**config.mk**
```make
export PLATFORM = sky130hd
export DESIGN_NAME = systolic_feeder
export DESIGN_NICKNAME = d
export VERILOG_FILES = /design/src/rtl/systolic_pkg.sv /design/src/rtl/skew_lane.sv /design/src/rtl/systolic_feeder.sv
export SDC_FILE = /design/constraint.sdc
export NUM_CORES = 1
export LEC_CHECK = 0
export CAP_MARGIN = 20
export CORE_MARGIN = 1.5
export CORE_UTILIZATION = 40
export CTS_CLUSTER_DIAMETER = 50
export CTS_CLUSTER_SIZE = 24
export DETAILED_ROUTE_END_ITERATION = 8
export GPL_TIMING_DRIVEN = 0
export PLACE_DENSITY_LB_ADDON = 0.1
export SLEW_MARGIN = 40
export SYNTH_ARGS = -nofsm -noshare
export SYNTH_HDL_FRONTEND = slang
export SYNTH_HIERARCHICAL = 1
export SYNTH_SLANG_ARGS = --single-unit
```
**constraint.sdc**
```tcl
create_clock -name CLK -period 5.03 [get_ports CLK]
set_input_delay 0.7545 -clock CLK [delete_from_list [all_inputs] [get_ports CLK]]
set_output_delay 0.7545 -clock CLK [all_outputs]
set_load 0.05 [all_outputs]
```
**src/rtl/systolic_pkg.sv**
```systemverilog
// Shared types and constants for the systolic array feeder.
package systolic_pkg;

   localparam int DIM                = 3;
   localparam int IDX_W              = 2;
   localparam int DATA_W_DEF         = 8;
   localparam int FEED_CYCLES_DEF    = 8;
   localparam int TIMEOUT_CYCLES_DEF = 16;

   typedef logic [DATA_W_DEF-1:0] elem_t;

   typedef enum logic [1:0] {
      IDLE      = 2'd0,
      FEED      = 2'd1,
      WAIT_DONE = 2'd2
   } state_t;

endpackage

```
**src/rtl/skew_lane.sv**
```systemverilog
// One registered operand lane: emits vec[t-LANE] while feeding, 0 outside the diagonal window.
module skew_lane
   import systolic_pkg::*;
#(
   parameter int W    = DATA_W_DEF,
   parameter int T_W  = 3,
   parameter int LANE = 0
) (
   input  logic                  clk,
   input  logic                  rst,
   input  logic                  en_d,
   input  logic [T_W-1:0]        t_d,
   input  logic [DIM-1:0][W-1:0] vec_d,
   output logic [W-1:0]          lane_q
);

   logic [T_W-1:0] k;
   logic [W-1:0]   lane_d;

   always_comb begin
      lane_d = '0;
      k      = t_d - T_W'(LANE);
      if (en_d && (t_d >= T_W'(LANE)) && (k < T_W'(DIM))) begin
         lane_d = vec_d[k[IDX_W-1:0]];
      end
   end

   always_ff @(posedge clk) begin
      if (rst) begin
         lane_q <= '0;
      end else begin
         lane_q <= lane_d;
      end
   end

endmodule

```
**src/rtl/systolic_feeder.sv**
```systemverilog
// Stores 3x3 A/B operands and streams them skewed into the systolic array on go.
// Optional FEEDER_TIMEOUT_EN adds an err pulse when Done never arrives.
module systolic_feeder
   import systolic_pkg::*;
#(
   parameter int DATAWIDTN      = DATA_W_DEF,
   parameter int FEED_CYCLES    = FEED_CYCLES_DEF,
   parameter int TIMEOUT_CYCLES = TIMEOUT_CYCLES_DEF
) (
   input  logic                 CLK,
   input  logic                 RST,
   input  logic                 wr_en,
   input  logic                 wr_sel,
   input  logic [IDX_W-1:0]     wr_row,
   input  logic [IDX_W-1:0]     wr_col,
   input  logic [DATAWIDTN-1:0] wr_data,
   input  logic                 go,
   input  logic                 Done,
   output logic                 busy,
   output logic                 feed_done,
   output logic                 start,
   output logic [DATAWIDTN-1:0] A0,
   output logic [DATAWIDTN-1:0] A1,
   output logic [DATAWIDTN-1:0] A2,
   output logic [DATAWIDTN-1:0] B0,
   output logic [DATAWIDTN-1:0] B1,
   output logic [DATAWIDTN-1:0] B2,
   output state_t               dbg_state
`ifdef FEEDER_TIMEOUT_EN
   ,
   output logic                 err
`endif
);

   localparam int T_W = (FEED_CYCLES > 1) ? $clog2(FEED_CYCLES) : 1;
   localparam logic [T_W-1:0] T_LAST = T_W'(FEED_CYCLES - 1);

   typedef logic [DIM-1:0][DIM-1:0][DATAWIDTN-1:0] mat_t;

   state_t         state_q, state_d;
   logic [T_W-1:0] t_q, t_d;
   mat_t           mem_a_q, mem_a_d;
   mat_t           mem_b_q, mem_b_d;
   mat_t           vec_b;
   logic           busy_q, busy_d;
   logic           feed_done_q, feed_done_d;
   logic           start_q, start_d;
   logic [DIM-1:0][DATAWIDTN-1:0] a_lane, b_lane;

`ifdef FEEDER_TIMEOUT_EN
   localparam int CNT_W = $clog2(TIMEOUT_CYCLES) + 1;
   logic [CNT_W-1:0] cnt_q, cnt_d;
   logic             err_q, err_d;
`endif

   // Writes land in the _d copy so a same-cycle go feeds the new value.
   always_comb begin
      mem_a_d = mem_a_q;
      mem_b_d = mem_b_q;
      if ((state_q == IDLE) && wr_en && (wr_row < IDX_W'(DIM)) && (wr_col < IDX_W'(DIM))) begin
         if (wr_sel) begin
            mem_b_d[wr_row][wr_col] = wr_data;
         end else begin
            mem_a_d[wr_row][wr_col] = wr_data;
         end
      end
   end

   always_comb begin
      vec_b = '0;
      for (int j = 0; j < DIM; j++) begin
         for (int k = 0; k < DIM; k++) begin
            vec_b[j][k] = mem_b_d[k][j];
         end
      end
   end

   always_comb begin
      state_d     = state_q;
      t_d         = t_q;
      feed_done_d = 1'b0;
`ifdef FEEDER_TIMEOUT_EN
      cnt_d       = '0;
      err_d       = 1'b0;
`endif
      case (state_q)
         IDLE: begin
            if (go) begin
               state_d = FEED;
               t_d     = '0;
            end
         end
         FEED: begin
            if (t_q == T_LAST) begin
               state_d = WAIT_DONE;
               t_d     = '0;
            end else begin
               t_d = t_q + T_W'(1);
            end
         end
         WAIT_DONE: begin
            if (Done) begin
               state_d     = IDLE;
               feed_done_d = 1'b1;
            end
`ifdef FEEDER_TIMEOUT_EN
            else if (cnt_q == CNT_W'(TIMEOUT_CYCLES - 1)) begin
               state_d = IDLE;
               err_d   = 1'b1;
            end else begin
               cnt_d = cnt_q + CNT_W'(1);
            end
`endif
         end
         default: begin
            state_d = IDLE;
         end
      endcase
      start_d = (state_d == FEED);
      busy_d  = (state_d != IDLE);
   end

   always_ff @(posedge CLK) begin
      if (RST) begin
         state_q     <= IDLE;
         t_q         <= '0;
         mem_a_q     <= '0;
         mem_b_q     <= '0;
         busy_q      <= 1'b0;
         feed_done_q <= 1'b0;
         start_q     <= 1'b0;
`ifdef FEEDER_TIMEOUT_EN
         cnt_q       <= '0;
         err_q       <= 1'b0;
`endif
      end else begin
         state_q     <= state_d;
         t_q         <= t_d;
         mem_a_q     <= mem_a_d;
         mem_b_q     <= mem_b_d;
         busy_q      <= busy_d;
         feed_done_q <= feed_done_d;
         start_q     <= start_d;
`ifdef FEEDER_TIMEOUT_EN
         cnt_q       <= cnt_d;
         err_q       <= err_d;
`endif
      end
   end

   // Lanes see next-cycle t so their registered output lines up with start.
   for (genvar i = 0; i < DIM; i++) begin : g_lane
      skew_lane #(.W(DATAWIDTN), .T_W(T_W), .LANE(i)) u_a (
         .clk    (CLK),
         .rst    (RST),
         .en_d   (start_d),
         .t_d    (t_d),
         .vec_d  (mem_a_d[i]),
         .lane_q (a_lane[i])
      );
      skew_lane #(.W(DATAWIDTN), .T_W(T_W), .LANE(i)) u_b (
         .clk    (CLK),
         .rst    (RST),
         .en_d   (start_d),
         .t_d    (t_d),
         .vec_d  (vec_b[i]),
         .lane_q (b_lane[i])
      );
   end

   assign busy      = busy_q;
   assign feed_done = feed_done_q;
   assign start     = start_q;
   assign dbg_state = state_q;
   assign A0        = a_lane[0];
   assign A1        = a_lane[1];
   assign A2        = a_lane[2];
   assign B0        = b_lane[0];
   assign B1        = b_lane[1];
   assign B2        = b_lane[2];
`ifdef FEEDER_TIMEOUT_EN
   assign err       = err_q;
`endif

endmodule
```
### Yosys cells after proc, flatten, opt, wreduce, memory -nomap -nowiden

Index checks and enable logic that the tools add are counted.

| storage, ports and cells | value |
|---|---|
| memories | 0 |
| latch bits | 0 |
| bits in read-only memories | 0 |
| memory bits (writable) | 0 |
| output and inout port bits | 53 |
| input port bits | 18 |
| register bits after elaboration | 200 |

| cells by class | value |
|---|---|
| muxes and demuxes | 30 |
| bitwise logic cells | 4 |
| shift operators | 0 |
| equal/unequal tests | 4 |
| multipliers | 0 |
| div/mod/pow operators | 0 |
| reduce and logical (&&, ||, !) cells | 17 |
| magnitude comparators | 15 |
| add/sub/neg operators | 3 |

Operators with widths:

| cell | count |
|---|---|
| $mux 72 | 4 |
| $bwmux 72 | 2 |
| $bmux 8 s2 | 6 |
| $mux 8 | 7 |
| $demux 24 s2 | 1 |
| $mux 24 | 1 |
| $demux 8 s2 | 1 |
| $lt 2x3->1 const B | 5 |
| $logic_and 1x1->1 | 11 |
| $lt 3x2->1 const B | 3 |
| $reduce_or 2->1 | 4 |
| $ge 3x1->1 const B | 2 |
| $mux 2 | 3 |
| $mux 3 | 2 |
| $pmux 2 s3 | 1 |
| $pmux 3 s2 | 1 |
| $eq 2x1->1 const B | 2 |
| $ge 2x1->1 const B | 2 |
| $lt 2x2->1 const B | 2 |
| $not 1->1 | 4 |
| $add 3x1->3 const B | 1 |
| $eq 3x3->1 const B | 1 |
| $ge 3x2->1 const B | 1 |
| $sub 3x1->3 const B | 1 |
| other kinds (5) | 5 |

### Depth between registers and ports, before layout

| logic depth | value |
|---|---|
| word-level depth | 11 |
| mapped depth | 12 |
| mapped depth without buffers | 9 |

### Cells and area by module

Netlist, hierarchy kept.

Modules (own cells, without submodules):

| module | instances | cells an instance | area each (µm²) |
|---|---|---|---|
| systolic_feeder | 1 | 616 | 6,615.1 |
| skew_lane at g_lane[2].u_a ... | 2 | 52 | 498.0 |
| skew_lane at g_lane[0].u_a ... | 2 | 46 | 461.7 |
| skew_lane at g_lane[1].u_a ... | 2 | 44 | 449.2 |

### Worst setup path after synthesis

OpenSTA, ideal clock, no wires.

| path | value |
|---|---|
| kind | input -> register |
| from | input port wr_col[1] |
| to | register g_lane[0].u_a.lane_q[2] |
| data required time | 4.902 ns |
| arrival time | 2.761 ns |
| path buffers | 1 |
| slack | 2.141 ns |
| stages on the path | 7 |
| cells stage by stage | clkbuf_1 > a2111oi_0 > nor3b_4 > mux2_2 > nor2b_1 > a211oi_1 > a211oi_2 |

RTL lines:

| element | RTL line | RTL |
|---|---|---|
| from (decl) | systolic_feeder.sv:15 | `input logic [IDX_W-1:0] wr_col,` |
| to (signal assigned) | skew_lane.sv:32 | `lane_q <= lane_d;` |
| to (decl) | skew_lane.sv:14 | `output logic [W-1:0] lane_q` |

==> summary.md <==
| Metric | Value |
|---|---|
| Gr usage total | 0.2102 |
| CP Launch Type | input pin |
| Worst path buffer plus inverter count | 3 |
| Initial antenna violation count | 0 |
| Setup bufs post-CTS | 0 |
| Max-cap violation count | 0 |
| Final Non-Filler Cells | approximately 1300 |
| Synthesized area per cell | about 10 sq um |
| Adder-cell share of the synthesized area | 0.01592 |
| Gate Count Post-Synth | 900 |
| CTS tree | done |
| Hold Path End | mem_a_q[29]$_SDFF_PP0_ |
| Area of the die | 0.02451 sq mm |
| Total power | 3333 uW |
| Post-route ant nets | 0 |
| Clock root cell | clkbuf_16 |
| DR WL/cell | 18.87 microns |
| Worst Path Max Fanout | 10 |
| Area grow syn2layout | 16.98% |
| GRT overflow | 0 |
| Distinct cells, synth | 48 |
| PortBufs | 60 |
| Post-Syn Nets | 930 |
| Largest family of logic cells by synthesized area | multiplexers |
| Post-DP HPWL | 16480 microns |
| Crit-path slowest cell | clkdlybuf4s50_1 |
| Mux cell area share after synthesis | 0.2117 |
| Area contributors post-synth | dfxtp_1 42%, mux2_2 19%, nor2b_1 10% |
| Die height | approximately 160 microns |
| CP Cell Sequence | clkdlybuf4s50_1 -> a21oi_1 -> nand3_1 -> or2_2 -> clkbuf_1 -> clkbuf_1 -> mux2_2 -> mux2_2 -> a22oi_1 -> nor2_1 |
| Synth Area in Compound Gates | 0.1028 |
| Cell Area, Placed | 0.01044 sq mm |
| Syn. warnings | 6 |
| Synth Area in Simple Gates | 0.1990 |
| Yosys top cell by area | dfxtp_1 |
| Seq/Total Area, Yosys | 0.4245 |
| Layout Nets | 1009 |
| Initial Util | 0.4043 |
| Final Instance Area | 0.01103 sq mm |
| Synth Flop Type | dfxtp_1 |
| Sink Count | 200 |
| Area fraction of the dominant cell type after synthesis | 0.4245 |
| Global-route wire length before repair | between 30000 and 40000 microns |
| DRT Pass-1 Iters | 5 |
| Req. time, crit path | 5.35 ns |
| I/O pin cnt | 71 |
| Hold wc startpoint | mem_a_q[29]$_SDFF_PP0_ |
| Fin crit period | 3.462 ns |
| Final Setup Violations | 0 |
| Violation count after the first detailed-route iteration | 407 |
| WL final | 24740 microns |
| Largest net degree at the start of global routing | 20 |
| Setup Skew | 0.01025 ns |
| Final Hold Violating Endpoints | 0 |
| Dpl cells | about 1300 |
| DRC viols | 0 |
| Cell count along the critical path | 10 |
| Worst skew pair latency | 0.44 ns |
| Reg2reg path depth | 12 |
| Rel. slew slack | 0.4352 |
| Post-synth EDFFs | 0 |
| Maximum clock frequency | 288.9 MHz |
| Via density | 5.024 |
| Slew @ Worst Pin | 0.8472 ns |
| Gpl congestion | 0.8077 |
| Setup Crit Path Kind | in -> reg |
| Post-CTS Resized | 0 |
| Worst reg2reg endpoint | g_lane[1].u_b/lane_q[5]$_SDFF_PP0_ |
| R2R Setup Slk | 1.94 ns |
| Worst min path class | reg -> reg |
| CTS max path bufs | 2 |
| XOR/XNOR share of the synthesized area | 0.001857 |
| CP top delay family | buffers and inverters |
| Count leader, synth | dfxtp_1 |
| LEAKAGE | 0.004201 uW |
| Site Rows | between 50 and 60 |
| Vias in the first global route | 6376 |
| H-tree depth | 4 |
| Synth top cells by count | 200 x dfxtp_1, 160 x mux2_2, 156 x nor2b_1 |
| Hold Crit Depth | 2 |
| Vias | roughly 6600 |
| Diode count | 0 |
| Final Slew Violations | 0 |
| Async SR Flop Fraction | 0 |
| RSZ-0062 raised after global routing | no |
| Crit share post-route | 0.6882 |
| Worst r2r src | t_q[0]$_SDFF_PP0_ |
| Synthesized cell area | 0.009433 sq mm |
| Core Box Area | 0.02333 sq mm |
| CP endpoint kind | flip-flop |
| Crit path DAT | roughly 3.8 ns |
| CTS Hold Bufs | 0 |
| Reg clk slew, reported paths | 0.07 ns |
| Status | complete, no violations |
| Width of the chip | between 150 and 200 microns |
| Peak VDD IR | 0.2022 mV |
| Worst stage delay on the critical path | 0.57 ns |
| Num CTS Buffers | 17 |
| PwrDens | 302.1 mW/mm^2 |
| Fraction of layout cells with a size suffix above 1 | 0.2591 |
| TNS Setup | 0 ns |
| Yosys reg bits | 200 |
## registers in the layout, summed over array words and instances (netlist names)
| signal | count |
|---|---|
| start | 1 |
| g_lane.u_b/lane_q | 24 |
| busy | 1 |
| g_lane.u_a/lane_q | 24 |
| t_q | 3 |
| feed_done | 1 |
| mem_a_q | 72 |
| mem_b_q | 72 |
| dbg_state | 2 |
## layer usage
layer / track usage / part of all wire
met3: 0.04016 / 0.034
met5: 0 / 0
met1: 0.2864 / 0.48
met2: 0.3458 / 0.48
met4: 0.04399 / 0.0095
## worst max path at each step
stage	startpoint	to	slack, ns
finish	wr_row[1]	g_lane[1].u_b/lane_q[6]$_SDFF_PP0_	1.57
global route	wr_row[1]	g_lane[1].u_b/lane_q[7]$_SDFF_PP0_	1.34
CTS	wr_row[1]	g_lane[1].u_b/lane_q[7]$_SDFF_PP0_	1.56
detailed placement	wr_row[1]	g_lane[1].u_b/lane_q[7]$_SDFF_PP0_	1.10
global placement	wr_row[1]	g_lane[1].u_b/lane_q[6]$_SDFF_PP0_	1.11
floorplan	wr_col[1]	g_lane[0].u_a/lane_q[2]$_SDFF_PP0_	2.14
## power breakdown
group          switching (uW)  internal [uW]
Clock                     660            748
Combinational             219            107
Sequential               4.05           1600
## per-stage QoR
| stage | setup slack, ns | hold WS [ns] | util |
|---|---|---|---|
| 2_1_floorplan | 2.141 | 0.5466 | - |
| 6_report | 1.568 | 0.5838 | 0.4729 |
| 3_3_place_gp | 1.114 | 0.5587 | 0.4471 |
| 3_5_place_dp | 1.101 | 0.5670 | 0.4474 |
| 4_1_cts | 1.556 | 0.5838 | 0.4729 |
| 5_1_grt | 1.338 | 0.6065 | 0.4729 |
## cells in the final DEF (no fill, tap or decap), types with 17 or more instances in the layout
| cell type | netlist | routed |
|---|---|---|
| dfxtp_1 | 200 | 200 |
| mux2_2 | 160 | 160 |
| nor2b_1 | 156 | 156 |
| o21ai_0 | 80 | 80 |
| clkdlybuf4s50_1 | 0 | 60 |
| clkbuf_1 | 50 | 50 |
| nand2b_1 | 22 | 22 |
| nand3_1 | 19 | 19 |
| mux2i_1 | 18 | 18 |
| nor2_1 | 17 | 17 |
| clkbuf_16 | 0 | 17 |
## kinds of logic (layout without fill, tap and decap cells)
group | count (synthesis) | in the layout
AND/OR/NAND/NOR | 285 | 285
XOR/XNOR | 2 | 2
multiplexers | 179 | 179
adder cells (fa/ha/maj) | 12 | 12
AO/OA/AOI/OAI | 137 | 137
flip-flops | 200 | 200
buffers and inverters | 85 | 177
## area by class of cell
class,instances,area [sq um]
fillers,2286,12300
multi-input cells,615,5017
flip-flops and latches,200,4004
repair buffers,60,600.6
clock buffers,18,429.2
well taps,319,399.1
plain buffers,77,389.1
clock inverters,14,165.2
inverters,8,30.03
## tightest hold or removal path, delay by kind of cell, from the launching register on
kind,cells,cell delay [ns]
DFF,1,0.30
muxes,1,0.14
and+or+nand+nor,1,0.11
Note: power is estimated with default switching activity, not from simulation.
